<file path="config.mk">
export PLATFORM = sky130hd
export DESIGN_NAME = mips_alu_regfile_flat
export DESIGN_NICKNAME = d
export VERILOG_FILES = /design/src/rtl/mips_alu_regfile_if.sv /design/src/rtl/mips_alu_regfile.sv /design/src/flat_wrapper.sv
export SDC_FILE = /design/constraint.sdc
export NUM_CORES = 2
export LEC_CHECK = 0
export ABC_AREA = 1
export CORE_ASPECT_RATIO = 2
export CORE_MARGIN = 2
export CORE_UTILIZATION = 35
export DETAILED_ROUTE_END_ITERATION = 10
export DONT_BUFFER_PORTS = 1
export MAX_ROUTING_LAYER = met4
export PLACE_DENSITY = 0.57
export REMOVE_ABC_BUFFERS = 1
export SLEW_MARGIN = 40
export SYNTH_ARGS = -nofsm -noshare
export SYNTH_HDL_FRONTEND = slang
export SYNTH_SLANG_ARGS = --single-unit
export TNS_END_PERCENT = 30
</file>
<file path="constraint.sdc">
create_clock -name clk -period 139.9 [get_ports clk]
set_input_delay 41.97 -clock clk [delete_from_list [all_inputs] [get_ports clk]]
set_output_delay 41.97 -clock clk [all_outputs]
set_load 0.05 [all_outputs]
</file>
<file path="src/rtl/mips_alu_regfile_if.sv">
// Bus bundle for the MIPS execution core: register-file ports plus ALU operands/result.
// The datapath side uses the master modport and the core uses the slave modport.
interface mips_alu_regfile_if #(
  parameter int DATA_W = 32,
  parameter int ADDR_W = 5
);
  logic              we3;
  logic [ADDR_W-1:0] ra1;
  logic [ADDR_W-1:0] ra2;
  logic [ADDR_W-1:0] wa3;
  logic [DATA_W-1:0] wd3;
  logic [DATA_W-1:0] rd1;
  logic [DATA_W-1:0] rd2;
  logic [DATA_W-1:0] a;
  logic [DATA_W-1:0] b;
  logic [2:0]        alucont;
  logic [DATA_W-1:0] result;
  logic              zero;

  modport master (
    output we3, ra1, ra2, wa3, wd3, a, b, alucont,
    input  rd1, rd2, result, zero
  );

  modport slave (
    input  we3, ra1, ra2, wa3, wd3, a, b, alucont,
    output rd1, rd2, result, zero
  );
endinterface

</file>
<file path="src/rtl/mips_alu_regfile.sv">
// Multicycle MIPS execution core: 2-read/1-write register file with r0 hardwired to zero,
// and an independent combinational ALU with zero flag. The two halves share only clk/reset.
module mips_alu_regfile #(
  parameter int DATA_W = 32,
  parameter int ADDR_W = 5
) (
  input  logic               clk,
  input  logic               reset,
  mips_alu_regfile_if.slave  bus
);
  localparam int NREG = 2**ADDR_W;

  logic [DATA_W-1:0] r_regs [NREG];
  logic [DATA_W-1:0] w_rd1;
  logic [DATA_W-1:0] w_rd2;

  always_ff @(posedge clk or posedge reset) begin
    if (reset) begin
      for (int i = 0; i < NREG; i++) begin
        r_regs[i] <= '0;
      end
    end else if (bus.we3 && (bus.wa3 != '0)) begin
      r_regs[bus.wa3] <= bus.wd3;
    end
  end

  // Reads are combinational with no write bypass; r0 and the reset window read as zero.
  always_comb begin
    w_rd1 = '0;
    w_rd2 = '0;
    if (!reset && (bus.ra1 != '0)) w_rd1 = r_regs[bus.ra1];
    if (!reset && (bus.ra2 != '0)) w_rd2 = r_regs[bus.ra2];
  end

  assign bus.rd1 = w_rd1;
  assign bus.rd2 = w_rd2;

  logic signed [DATA_W-1:0] w_a_s;
  logic signed [DATA_W-1:0] w_b_s;
  logic                     w_slt;
  logic        [DATA_W-1:0] w_result;

  assign w_a_s = $signed(bus.a);
  assign w_b_s = $signed(bus.b);
  // True signed compare, so SLT stays correct when A - B would overflow.
  assign w_slt = (w_a_s < w_b_s);

  always_comb begin
    w_result = '0;
    case (bus.alucont)
      3'b000:  w_result = bus.a & bus.b;
      3'b001:  w_result = bus.a | bus.b;
      3'b010:  w_result = bus.a + bus.b;
      3'b011:  w_result = '0;
      3'b100:  w_result = bus.a & ~bus.b;
      3'b101:  w_result = bus.a | ~bus.b;
      3'b110:  w_result = bus.a - bus.b;
      3'b111:  w_result = {{(DATA_W-1){1'b0}}, w_slt};
      default: w_result = '0;
    endcase
  end

  assign bus.result = w_result;
  assign bus.zero   = (w_result == '0);
endmodule

</file>
<file path="src/flat_wrapper.sv">
// flat-port wrapper written by rule: the top's interface ports become plain ports
module mips_alu_regfile_flat 
#(
  parameter int DATA_W = 32,
  parameter int ADDR_W = 5
)
  (clk, reset, bus_we3, bus_ra1, bus_ra2, bus_wa3, bus_wd3, bus_a, bus_b, bus_alucont, bus_rd1, bus_rd2, bus_result, bus_zero);
  mips_alu_regfile_if #(.DATA_W(DATA_W), .ADDR_W(ADDR_W)) bus_i ();
  input  logic clk;
  input  logic reset;
  input wire logic [$bits(bus_i.we3)-1:0] bus_we3;
  input wire logic [$bits(bus_i.ra1)-1:0] bus_ra1;
  input wire logic [$bits(bus_i.ra2)-1:0] bus_ra2;
  input wire logic [$bits(bus_i.wa3)-1:0] bus_wa3;
  input wire logic [$bits(bus_i.wd3)-1:0] bus_wd3;
  input wire logic [$bits(bus_i.a)-1:0] bus_a;
  input wire logic [$bits(bus_i.b)-1:0] bus_b;
  input wire logic [$bits(bus_i.alucont)-1:0] bus_alucont;
  output wire logic [$bits(bus_i.rd1)-1:0] bus_rd1;
  output wire logic [$bits(bus_i.rd2)-1:0] bus_rd2;
  output wire logic [$bits(bus_i.result)-1:0] bus_result;
  output wire logic [$bits(bus_i.zero)-1:0] bus_zero;
  assign bus_i.we3 = bus_we3;
  assign bus_i.ra1 = bus_ra1;
  assign bus_i.ra2 = bus_ra2;
  assign bus_i.wa3 = bus_wa3;
  assign bus_i.wd3 = bus_wd3;
  assign bus_i.a = bus_a;
  assign bus_i.b = bus_b;
  assign bus_i.alucont = bus_alucont;
  assign bus_rd1 = bus_i.rd1;
  assign bus_rd2 = bus_i.rd2;
  assign bus_result = bus_i.result;
  assign bus_zero = bus_i.zero;
  mips_alu_regfile #(.DATA_W(DATA_W), .ADDR_W(ADDR_W)) u_core (.clk(clk), .reset(reset), .bus(bus_i));
endmodule
</file>
Word-level counts from Yosys, hierarchy flattened --
Cells that the tools add are included. Widths: inputs -> output; s select.
Operators by class: add/sub/neg operators 2, multipliers 0, divide/modulo/power cells 0, magnitude comparators 5, eq/ne operators 7, shift-type cells 0, multiplexer cells 12, bitwise gates (word level) 8, reduce and logical (&&, ||, !) cells 10
Operator list (count):
- $bwmux 1024 | 1
- $bmux 32 s5 | 2
- $pmux 32 s8 | 1
- $mux 32 | 7
- $demux 32 s5 | 1
- $and 32x32->32 | 2
- $or 32x32->32 | 2
- $add 32x32->32 | 1
- $logic_not 32->1 | 1
- $lt 32x32->1 | 1
- $not 32->32 | 1
- $sub 32x32->32 | 1
- $ge 6x6->1 const B | 3
- $not 5->6 | 3
- $reduce_bool 5->1 | 3
- $eq 3x3->1 const B | 4
- $eq 3x2->1 const B | 2
- $lt 6x1->1 const B | 1
- $logic_and 1x1->1 | 4
- $eq 3x1->1 const B | 1
- $logic_not 3->1 | 1
- $logic_not 1->1 | 1
Word-level totals: bits in registers 1024, latch bits 0, RAM bits 0, ROM bits 0, bits of input ports 117, output and inout port bits 97, word-level logic and storage cells 76, memories 0

Longest topological paths before layout --
depth in word-level cells 6, mapped depth 22, mapped depth without buffers 21

Worst setup path after synthesis --
Ideal clock, no wire load.
path kind input to output, start input reset, end output bus_rd2[0], arrival time 68645 ps, required time 97930 ps, path slack 29285 ps, cell stages on the path 3, buffers on the path 0, path through inv_1 > o41ai_1 > a21oi_1
On the way: word-level cells in the longest chain between the ends 3
Ends and longest elaborated chain:
- start, declared | RTL line flat_wrapper.sv:10 | input logic reset;
- $logic_not 1->1 | RTL line mips_alu_regfile.sv:32 | if (!reset && (bus.ra2 != '0)) w_rd2 = r_regs[bus.ra2];
- $logic_and 1x1->1 | RTL line mips_alu_regfile.sv:32
- $mux 32 | RTL line mips_alu_regfile.sv:32
- end, declared | RTL line flat_wrapper.sv:20 | output wire logic [$bits(bus_i.rd2)-1:0] bus_rd2;
Every way passes these cells.

Worst setup path in the final report --
start input bus_ra1[0], end output bus_rd1[8]
On the way: word-level cells in the longest chain between the ends 5, elaborated cells between the ends (all ways) 7, those cells by class mux: 4; bitwise: 1; reduce/logical: 2
Ends and longest elaborated chain:
- start, declared | RTL line flat_wrapper.sv:12 | input wire logic [$bits(bus_i.ra1)-1:0] bus_ra1;
- $not 5->6 (implied by the code) | RTL line mips_alu_regfile.sv:31 | if (!reset && (bus.ra1 != '0)) w_rd1 = r_regs[bus.ra1];
- $bmux 32 s5 | RTL line mips_alu_regfile.sv:31
- $mux 32 (implied by the code) (2 in series) | RTL line mips_alu_regfile.sv:31
- $mux 32 * | RTL line mips_alu_regfile.sv:31
- end, declared | RTL line flat_wrapper.sv:19 | output wire logic [$bits(bus_i.rd1)-1:0] bus_rd1;
Mark *: on every way between the ends. The rest lies on a longest branch, timed or not. The select of a mux whose other input is x is not followed.

==> reports/qor.yml <==
worstPathCellList: "buf_16, buf_16, inv_12, buf_16, buf_12, buf_16, buf_6, o21ai_0, o22ai_1, nor2_1, o32ai_1, nand2_1, a21oi_2"
gp_congestion: 1.04
cts_tree: "done"
ir_worst_vdd_mv: 0.00862
grt_pass1_vias: 59779
clk_latency_ns: 0.69
first_iter_violations: 7068
rsz0062_at_grt: "false"
synthArstFlopShare_pct: 100
ys_types: 44
track_usage_pct: 29.2
path_delay_family: "buffers and inverters"
cap_violations: 0
layout-drive-gt1-share_pct: 4.91
tightestPinTransition_ns: 1.27
ys_ff_latch: 1024
synth.top_cells.by_count: "o21ai_0, nor2_1, nand2_1"
io_pins: 214
routedWlPerCell_um: 24.9
crit_top_cell: "buf_16"
hold_class: "reg2reg"
viasPerCell: 5.93
cts-root-buf: "clkbuf_16"
slowest_stage: "o32ai_1"
synthCells: 8660
hold_viol: 0
finalNetCount: 8261
ys.flop_type: "dfrtp_1"
fin_area_um2: 65600
criticalPathCategory: "in2out"
max_slew_margin_pct: 15.5
cpPeakStageDelay_ns: 0.67
initial_utilization_pct: 35.2
ant_nets: 0
largest_reg_flops: 1024
drc: 0
yosysTopAreaCell: "dfrtp_1"
dieWidth_um: 299
setup_tns_ns: 0
htreeDepth: 3
yosysTopAreaCellShare_pct: 42.1
cp.required_ns: 97.93
totalWireLength_um: 260000
setup_viol: 0
syn_area_per_cell_um2: 7.02
syn_area_um2: 60800
postCtsSetupRepairBufs: 0
die_area_um2: 177000
place_area_um2: 62100
yosysMostFrequentCell: "o21ai_0"
startpoint_type: "input port"
crit_path_end_kind: "output port"
clock-sinks: 1024
numCtsBuffers: 92
top_register: "u_core.r_regs"
grt-ovfl-total: 0
power.leakage_uw: 0.0288
fin_skew_ns: 0
grt_pass1_wl_um: 384000
max_freq_mhz: 11.3
critPathArrivalTime_ns: 46.83
antenna_found_initial: 3
clk_pin_slew_worst_paths_ns: 0.06
hpwl_um: 146000
die-height_um: 594
ys_seq_area_share_pct: 42.1
crit_fanout: 145
finalCritPeriodShare_pct: 63.5
ys_warn_count: 0
drtPass1Iterations: 6
fin_crit_ns: 88.80
core_area_um2: 173000
clk_path_buf_depth: 3
top_regs: "u_core.r_regs (1024)"
grt_max_degree: 446
yosys-top-cells-area: "dfrtp_1, o21ai_0, nor2_1"
finalMaxSlewViolations: 0
cts_hold_buf: 0
critPathBufInv: 7
synth_edf_count: 0
area_growth_syn_to_layout_pct: 7.85
outcome: "finished, final reports clean"
powerDensity_nw_per_um2: 13.2
ctsResizeCount: 0
port_buffers: 0
rows: 216
vias: 61983
metal layers:
| layer | vias up | GRT usage (%) | share of wire [%] |
|---|---|---|---|
| met5 | - | - | 0 |
| met4 | 0 | 18.8 | 7.3 |
| met3 | 845 | 4.25 | 7.7 |
| met2 | 3189 | 48.7 | 49 |
| met1 | 29993 | 32.6 | 36 |
| li1 | 27956 | - | - |
through the flow:
| stage | cells | power (uW) | hold WS, ns | setup WS, ns | util (%) |
|---|---|---|---|---|---|
| 5_1_grt | 10444 | 908 | 0.414 | 51.09 | 37.9 |
| 3_3_place_gp | 10254 | 571 | 0.386 | 51.11 | 35.6 |
| 4_1_cts | 10432 | 858 | 0.405 | 51.74 | 37.8 |
| 2_1_floorplan | 7857 | 524 | 0.375 | 18.70 | - |
| 3_5_place_dp | 10264 | 578 | 0.389 | 51.76 | 35.9 |
| 6_report | 10445 | 863 | 0.402 | 51.10 | 37.9 |
path summary, 6_finish.rpt:
path,start,to,slack [ns],cells past startpoint
max,bus_ra1[0],bus_rd1[8],51.10,13
min,u_core.r_regs[1023]$_DFFE_PP0P_,u_core.r_regs[1023]$_DFFE_PP0P_,0.40,0
max reg2reg,u_core.r_regs[959]$_DFFE_PP0P_,u_core.r_regs[959]$_DFFE_PP0P_,139.15,2
min reg2reg,u_core.r_regs[1023]$_DFFE_PP0P_,u_core.r_regs[1023]$_DFFE_PP0P_,0.40,0
max in group asynchronous,reset,u_core.r_regs[497]$_DFFE_PP0P_,96.03,6
min in group asynchronous,reset,u_core.r_regs[405]$_DFFE_PP0P_,41.09,1
cell usage in the layout, fill, tap and decap left out, drive strengths merged, types with 3 or more instances in the layout:
cell and instances:
buf 127, xor2 28, ha 63, nand4 37, nor2 1557, o32ai 128, bufinv 12, o21bai 7
clkbuf 133, clkinv 28, diode 3, inv 398, o22ai 444, and3 4, nor4 3, o21ai 1951
o31ai 42, xnor2 3, and2 4, clkinvlp 5, nand3 176, dfrtp 1024, a21oi 302, nor3 64
nand2 1536, a211oi 68
cell families after synthesis:
group                    after synthesis  synth area share (%)
AND/OR/NAND/NOR                     3385                  21.8
AO/OA/AOI/OAI                       2945                  26.4
adder cells (fa/ha/maj)               65                  1.36
flip-flops                          1024                  42.1
buffers and inverters               1210                  7.85
XOR/XNOR                              31                 0.446
cell type report:
type	count	area (um2)
clock inverters	36	504
clock buffers	132	2730
inverters	407	1580
multi-input cells	6426	31000
repair buffers	128	1350
diodes	3	7.51
flip-flops and latches	1024	25600
well taps	2289	2860
fillers	18252	107000
report_power, final:
| group | internal (uW) | switching, uW | total, uW |
|---|---|---|---|
| sequential | 352 | 42.3 | 394 |
| combinational | 65.2 | 122 | 187 |
| clock | 158 | 124 | 282 |
| total | 575 | 288 | 863 |
No activity file was read; power rests on OpenSTA's default activity.
